===== config.mk =====
export PLATFORM = sky130hd
export DESIGN_NAME = shift_right_seq
export DESIGN_NICKNAME = d
export VERILOG_FILES = /design/src/rtl/shift_pkg.sv /design/src/rtl/shift_right_step.sv /design/src/rtl/shift_right_seq.sv
export SDC_FILE = /design/constraint.sdc
export NUM_CORES = 1
export LEC_CHECK = 0
export ABC_CLOCK_PERIOD_IN_PS = 1900
export CAP_MARGIN = 20
export CELL_PAD_IN_SITES_DETAIL_PLACEMENT = 1
export CELL_PAD_IN_SITES_GLOBAL_PLACEMENT = 1
export CORE_MARGIN = 3
export CORE_UTILIZATION = 36
export CTS_CLUSTER_SIZE = 16
export DETAILED_ROUTE_END_ITERATION = 16
export MAX_ROUTING_LAYER = met4
export PLACE_DENSITY = 0.87
export SYNTH_ARGS = -nofsm -noshare
export SYNTH_HDL_FRONTEND = slang
export SYNTH_SLANG_ARGS = --single-unit

===== constraint.sdc =====
create_clock -name clk -period 1.9 [get_ports clk]
set_input_delay 0.285 -clock clk [delete_from_list [all_inputs] [get_ports clk]]
set_output_delay 0.285 -clock clk [all_outputs]
set_load 0.03 [all_outputs]

===== src/rtl/shift_pkg.sv =====
`default_nettype none
// ============================================================================
// Module      : shift_pkg
// Description : Shared constants for the iterative right shifter:
//               - default operand and shift-amount widths
//               - FSM state encoding
//               - multi-bit step size used by SHIFT_RIGHT_SEQ_FAST_EN builds
// Revision    : 1.0 - initial release
// ============================================================================
package shift_pkg;

  localparam int WIDTH_DEF   = 32;
  localparam int SHAMT_W_DEF = 5;

  // Largest step taken in one SHIFT cycle when the fast mode is built in.
  localparam int FAST_STEP   = 4;
  // Wide enough to hold any step amount in 1..FAST_STEP.
  localparam int STEP_W      = $clog2(FAST_STEP + 1);

  localparam logic [1:0] ST_IDLE  = 2'd0;
  localparam logic [1:0] ST_SHIFT = 2'd1;
  localparam logic [1:0] ST_DONE  = 2'd2;

endpackage : shift_pkg
`default_nettype wire


===== src/rtl/shift_right_step.sv =====
`default_nettype none
// ============================================================================
// Module      : shift_right_step
// Description : Combinational single-step right shifter.
//               Shifts data_i right by amt_i bits, where amt_i is 1..FAST_STEP.
//               Vacated bits are filled with data_i's sign bit when arith_i=1,
//               and with 0 otherwise.
// Ports       : data_i  [WIDTH]  operand
//               arith_i          1 = sign fill, 0 = zero fill
//               amt_i   [STEP_W] step amount (1..FAST_STEP)
//               data_o  [WIDTH]  shifted result
// Revision    : 1.0 - initial release
// ============================================================================
module shift_right_step
  import shift_pkg::*;
#(
  parameter int WIDTH = WIDTH_DEF
) (
  input  logic [WIDTH-1:0]  data_i,
  input  logic              arith_i,
  input  logic [STEP_W-1:0] amt_i,
  output logic [WIDTH-1:0]  data_o
);

  logic                       w_fill;
  logic [WIDTH+FAST_STEP-1:0] w_ext;
  logic [WIDTH+FAST_STEP-1:0] w_shifted;

  // Prepend FAST_STEP copies of the fill bit. A logical shift of the extended
  // word then pulls the correct fill into the top of the low WIDTH bits for
  // any step amount up to FAST_STEP.
  assign w_fill    = arith_i & data_i[WIDTH-1];
  assign w_ext     = {{FAST_STEP{w_fill}}, data_i};
  assign w_shifted = w_ext >> amt_i;
  assign data_o    = w_shifted[WIDTH-1:0];

endmodule : shift_right_step
`default_nettype wire


===== src/rtl/shift_right_seq.sv =====
`default_nettype none
// ============================================================================
// Module      : shift_right_seq
// Description : Iterative right shifter (srl/sra/srlv/srav) for the
//               multi-cycle datapath. The shifter accepts a request with
//               start while idle. It shifts the operand right under FSM
//               control and pulses done when out_data holds the result.
// Ports       : clk              rising-edge clock
//               reset            synchronous active-high reset
//               start            request, sampled only while idle
//               in_data [WIDTH]  operand
//               shamt [SHAMT_W]  shift amount
//               arith            1 = arithmetic, 0 = logical
//               busy             high during the SHIFT state
//               done             one-cycle pulse, out_data valid
//               out_data [WIDTH] result, held until the next result
// Config      : SHIFT_RIGHT_SEQ_FAST_EN - when defined, each SHIFT cycle
//               shifts by min(FAST_STEP, count) bits instead of one. The
//               results are identical in both builds; only latency changes.
// Revision    : 1.0 - initial release
// ============================================================================
module shift_right_seq
  import shift_pkg::*;
#(
  parameter int WIDTH   = WIDTH_DEF,
  parameter int SHAMT_W = SHAMT_W_DEF
) (
  input  logic               clk,
  input  logic               reset,
  input  logic               start,
  input  logic [WIDTH-1:0]   in_data,
  input  logic [SHAMT_W-1:0] shamt,
  input  logic               arith,
  output logic               busy,
  output logic               done,
  output logic [WIDTH-1:0]   out_data
);

  if (2 ** SHAMT_W != WIDTH) begin : g_bad_cfg
    $error("shift_right_seq: 2**SHAMT_W must equal WIDTH");
  end

  logic [1:0]         state_q, state_d;
  logic [WIDTH-1:0]   work_q, work_d;
  logic [SHAMT_W-1:0] count_q, count_d;
  logic               arith_q;
  logic [WIDTH-1:0]   out_q;

  logic [STEP_W-1:0]  w_step_amt;
  logic [WIDTH-1:0]   w_step_data;
  logic               w_last;
  logic               w_enter_done;

`ifdef SHIFT_RIGHT_SEQ_FAST_EN
  localparam logic [SHAMT_W-1:0] c_fast = SHAMT_W'(FAST_STEP);

  // Take a full step until the remainder fits in one step, then finish it.
  assign w_step_amt = (count_q > c_fast) ? STEP_W'(FAST_STEP)
                                         : count_q[STEP_W-1:0];
  assign w_last     = (count_q <= c_fast);
`else
  assign w_step_amt = STEP_W'(1);
  assign w_last     = (count_q == SHAMT_W'(1));
`endif

  shift_right_step #(
    .WIDTH (WIDTH)
  ) u_step (
    .data_i  (work_q),
    .arith_i (arith_q),
    .amt_i   (w_step_amt),
    .data_o  (w_step_data)
  );

  // --------------------------------------------------------------------------
  // FSM: state register
  // --------------------------------------------------------------------------
  always_ff @(posedge clk) begin
    if (reset) begin
      state_q <= ST_IDLE;
    end else begin
      state_q <= state_d;
    end
  end

  // --------------------------------------------------------------------------
  // FSM: next state
  // --------------------------------------------------------------------------
  always_comb begin
    state_d = state_q;
    case (state_q)
      ST_IDLE: begin
        if (start) begin
          state_d = (shamt == '0) ? ST_DONE : ST_SHIFT;
        end
      end
      ST_SHIFT: begin
        if (w_last) begin
          state_d = ST_DONE;
        end
      end
      ST_DONE:  state_d = ST_IDLE;
      default:  state_d = ST_IDLE;
    endcase
  end

  // --------------------------------------------------------------------------
  // FSM: outputs
  // --------------------------------------------------------------------------
  always_comb begin
    busy     = (state_q == ST_SHIFT);
    done     = (state_q == ST_DONE);
    out_data = out_q;
  end

  // --------------------------------------------------------------------------
  // Datapath
  // --------------------------------------------------------------------------
  always_comb begin
    work_d  = work_q;
    count_d = count_q;
    case (state_q)
      ST_IDLE: begin
        if (start) begin
          work_d  = in_data;
          count_d = shamt;
        end
      end
      ST_SHIFT: begin
        work_d  = w_step_data;
        count_d = count_q - SHAMT_W'(w_step_amt);
      end
      default: ;
    endcase
  end

  // The result register loads on the edge that enters DONE. Loading work_d
  // covers both paths: a zero shift directly from IDLE, where work_d is
  // in_data, and the final step out of SHIFT.
  assign w_enter_done = (state_d == ST_DONE) && (state_q != ST_DONE);

  always_ff @(posedge clk) begin
    if (reset) begin
      work_q  <= '0;
      count_q <= '0;
      arith_q <= 1'b0;
      out_q   <= '0;
    end else begin
      work_q  <= work_d;
      count_q <= count_d;
      if (state_q == ST_IDLE && start) begin
        arith_q <= arith;
      end
      if (w_enter_done) begin
        out_q <= work_d;
      end
    end
  end

endmodule : shift_right_seq
`default_nettype wire

Yosys cells after proc, flatten, opt, wreduce, memory -nomap -nowiden. Index checks and enable logic that the tools add are counted.

Register bits after elaboration: 72. Latch bits: 0. Bits in writable memories: 0. Bits in read-only memories: 0. Input bits: 41. Output and inout bits: 34. Word-level logic and storage cells: 27. Memories: 0.

Add/subtract/negate cells: 1. Multiply operators: 0. Divide/modulo/power cells: 0. $lt $le $gt $ge: 0. Eq/ne operators: 6. Shift operators: 0. Muxes and demuxes: 8. Bitwise operators: 1. Reductions and logical operators: 6.

Operators with widths (number): $pmux 32 s2 (1); $mux 32 (1); $pmux 5 s2 (1); $mux 2 (3); $eq 5x1->1 const B (1); $logic_not 5->1 (1); $mux 5 (1); $sub 5x1->5 const B (1); $eq 2x2->1 const B (2); $ne 2x2->1 const B (2); $pmux 2 s2 (1); $eq 2x1->1 const B (1); $logic_and 1x1->1 (2); $logic_not 2->1 (1); $reduce_and 2->1 (1); $reduce_bool 2->1 (1); $and 1x1->1 (1).

Logic depth before layout (Yosys ltp).
Word-level depth: 6. Depth in mapped cells: 7. Mapped depth without buffers: 6.

Hierarchy. Synthesis repeated with hierarchy kept, for this count alone.

Cell total of the unflattened synthesis: 465. Area, all modules: 4342.9 um2.

Modules (own cells, without submodules): shift_right_seq (instances 1, cells an instance 309, area an instance 3094.2 um2, seq. area each 1441.4 um2); shift_right_step (instances 1, cells an instance 156, area an instance 1248.7 um2, seq. area each 0.0 um2).

Worst setup path before layout. Ideal clock, no wire load.

Kind: register to register. From: register count_q[0]. To: register out_q[26] (netlist: out_data[26]). Arrival time: 1.580 ns. Required time: 1.825 ns. Slack: 0.244 ns. Stages on the path, launching flop included: 7. Period minus slack after synthesis: 1.656 ns. Cells stage by stage: dfxtp_1 ha_1 or4b_4 o22ai_4 nand2b_4 buf_6 o22ai_1.

Word-level cells in the longest chain between the ends: 5.

RTL lines: from (decl) (line shift_right_seq.sv:45) `logic [SHAMT_W-1:0] count_q, count_d;`; from (signal assigned) (line shift_right_seq.sv:150) `count_q <= count_d;`; $eq 5x1->1 (line shift_right_seq.sv:63) `assign w_last = (count_q == SHAMT_W'(1));`; $mux 2 (line shift_right_seq.sv:98) `if (w_last) begin`; $pmux 2 s2 (line shift_right_seq.sv:91) `case (state_q)`; $eq 2x2->1 (line shift_right_seq.sv:140) `assign w_enter_done = (state_d == ST_DONE) && (state_q != ST_DONE);`; $logic_and 1x1->1 (line shift_right_seq.sv:140); to (signal assigned) (line shift_right_seq.sv:155) `out_q <= work_d;`; to (decl) (line shift_right_seq.sv:47) `logic [WIDTH-1:0] out_q;`.

Every way passes these cells. A chain may end at the register's enable or synchronous reset.

Worst setup path in the final report.
From: register count_q[1]. To: register out_q[2] (netlist: out_data[2]).

Same word-level chain as after synthesis.

==> results.yml <==
logic_synthesis:
  ys_top_cells_by_area: "dfxtp_1, nand2b_1, a221oi_1, o22ai_1, o21ai_0"
  synthMuxAreaShare: 0
  yosys-top-cells-count: "dfxtp_1, nand2b_1, nor2_1"
  syn_inst: 374
  syn-cell-area_sq_um: 3180
  syn-num-nets: 417
  synth_top_area_share: 0.453
  synthFlopType: "dfxtp_1"
  syn_avg_cell_area_sq_um: 8.50
  yosys.area_share.simple: 0.242
  synth_area_leader_cell: "dfxtp_1"
  synth-edff-count: 0
  synth.most_common_cell: "dfxtp_1"
  ys_seq_area_frac: 0.453
  ys_types: 30
  synth_xor_area_frac: 0.00275
  synth_top_family_by_area: "simple AND/OR/NAND/NOR gates"
  async_flop_share: 0
  synth_fa_ha_area_frac: 0.00787
  synth_compound_area_frac: 0.241
  ys_ff_latch: 72
  yosys_warnings: 0
final_layout:
  n_fill_cell: 996
  antenna_cells: 0
  drive_above_1_share: 0.112
  fin_area_sq_um: 4350
  nNetsFinal: 492
  fin_cells: 559
  syn_to_final_growth_pct: 36.7
sta:
  slew_viol_final: 0
  post-route-period-util: 0.975
  worstMarginPinSlew_ns: 0.476
  finalCriticalPeriod_ns: 1.85
  max_freq_mhz: 540
  rsz0062_at_grt: "true"
  finalHoldViolations: 0
  timing.final.ws_setup_ns: 0.0473
  slew_headroom: 0.683
  whs_ns: 0.440
  finalSetupViolCount: 0
  skew_ns: 0.00930
power:
  peakVddDrop_v: 0.000436
  p_clk_frac: 0.351
  p_leak_nw: 1.57
  pwr-share-comb: 0.178
  p_seq_frac: 0.471
  p_total_mw: 3.53
  netSwitchingPower_mw: 1.00
  power.internal_mw: 2.53
  swShare: 0.284
  cellPowerDensity_nw_per_um2: 812
place:
  io_buffers: 74
  hpwlAfterDp_um: 6460
  routabilityCongestion: 0.779
  place_ws_ns: -0.284
  placed_area_sq_um: 4050
  dp_cells: 539
detailed_routing:
  routedWlPerCell_um: 18.0
  drt_iter0_drc: 189
  wirelength_um: 10100
  detail_route.first_pass.iterations: 4
  ant_nets: 0
  num_vias: 3117
  post_drt_via_cell_ratio: 5.58
  drc: 0
die:
  dieArea_sq_um: 10000
  core_area_sq_um: 8380
  fp.dieW_um: 100
  initial_utilization: 0.379
  die_h_um: 100
  ios: 75
  num_rows: 33
global_route:
  grt_pass1_wl_um: 16100
  antenna_found_initial: 0
  grt_max_degree: 55
  gr-total-overflow: 0
  grt_util_all_layers: 0.205
  first_global_vias: 3214
clock_network:
  htreeDepth: 3
  insertion_delay_ns: 0.34
  ctsHoldBuffers: 0
  cts_root_buffer: "clkbuf_8"
  cts_tree: "done"
  clk_pin_slew_ns: 0.08
  cts_buffer_depth: 2
  clock-sinks: 72
  numCtsBuffers: 9
setup_path:
  arrival_ns: 2.12
  worstSetupStartpointType: "flop"
  crit_path_end_kind: "flop"
  critPathKind: "reg2reg"
  cp.required_ns: 2.17
  critPathMaxFanout: 8
run_status:
  status: "finished clean"
flow_run:
  maxCapViolations: 0
worst_hold_path:
  min_path_type: "in2reg"
[kinds of logic (layout without fill, tap and decap cells)]
| group | count (synthesis) | in the layout |
|---|---|---|
| XOR/XNOR | 1 | 1 |
| AO/OA/AOI/OAI | 114 | 114 |
| flip-flops | 72 | 72 |
| AND/OR/NAND/NOR | 149 | 152 |
| buffers and inverters | 36 | 113 |
| adder cells (fa/ha/maj) | 2 | 2 |
[worst paths after layout]
kind / from / to / slack, ns / depth (start not counted)
worst min-delay path: reset / work_q[26]$_SDFF_PP0_ / 0.44 / 3
worst min register to register: count_q[4]$_SDFFE_PP0P_ / count_q[4]$_SDFFE_PP0P_ / 0.49 / 2
worst max register to register: count_q[1]$_SDFFE_PP0P_ / out_data[2]$_SDFFE_PP0P_ / 0.05 / 7
worst max-delay path: count_q[1]$_SDFFE_PP0P_ / out_data[2]$_SDFFE_PP0P_ / 0.05 / 7
[layout by cell type, fill, tap and decap left out, types with 2 or more instances in the layout]
master           instances
clkinvlp_4               2
nor2b_1                  2
dfxtp_2                  2
o22ai_2                  3
o22ai_1                 28
buf_4                   16
nor2_1                  37
nand2_1                 36
dfxtp_1                 70
a221oi_1                31
buf_12                   3
a211oi_1                 5
o21ai_0                 35
clkbuf_8                10
inv_1                    4
nand2b_1                64
clkdlybuf4s50_1         71
ha_1                     2
a21oi_1                  7
nand2b_4                 3
[layout make-up]
cell class | count | area [sq um] | share of cell area
clock inverters | 6 | 67.6 | 0.0155
flip-flops and latches | 72 | 1440 | 0.332
clock buffers | 10 | 138 | 0.0317
repair buffers | 93 | 922 | 0.212
well taps | 105 | 131 | 0.0302
inverters | 4 | 15.0 | 0.00345
multi-input cells | 269 | 1630 | 0.375
[per-stage QoR]
stage	util	TNS (ns)
2_1_floorplan	-	0
3_3_place_gp	0.484	-5.68
3_5_place_dp	0.484	-7.87
4_1_cts	0.510	0
5_1_grt	0.519	-0.0330
6_report	0.519	0
[power by group through the flow]
stage | sequential (mW) | combinational (mW) | clock [mW]
after floorplan | 1.70 | 0.334 | 0
after global placement | 1.69 | 0.578 | 0
after detailed placement | 1.69 | 0.600 | 0
after CTS | 1.66 | 0.612 | 1.27
after global routing | 1.67 | 0.689 | 1.33
final | 1.66 | 0.627 | 1.24
[worst max-delay path, stage by stage, from the launching register on]
cell	delay, ns
dfxtp_1	0.33
inv_1	0.08
ha_1	0.15
or4b_4	0.49
o22ai_4	0.21
buf_12	0.16
nand2b_2	0.16
o22ai_1	0.19
[registers in the layout (all words and copies together) (netlist names)]
signal / flops
arith_q: 1
state_q: 2
work_q: 32
count_q: 5
out_data: 32
[routing by layer]
metal	wire length (um)	track usage
met1	4440	0.258
met2	5080	0.341
met3	402	0.0278
met4	135	0.0694
met5	0	-
[repair_timing]
item | in CTS | in global routing
endpoints found under the setup margin | 31 | 28
pin swaps | 0 | 1
setup buffers | 0 | 1
hold endpoints to repair | 0 | 0
gates resized for setup | 2 | 7
gates cloned | 1 | 2
(Power assumes the default switching activity.)
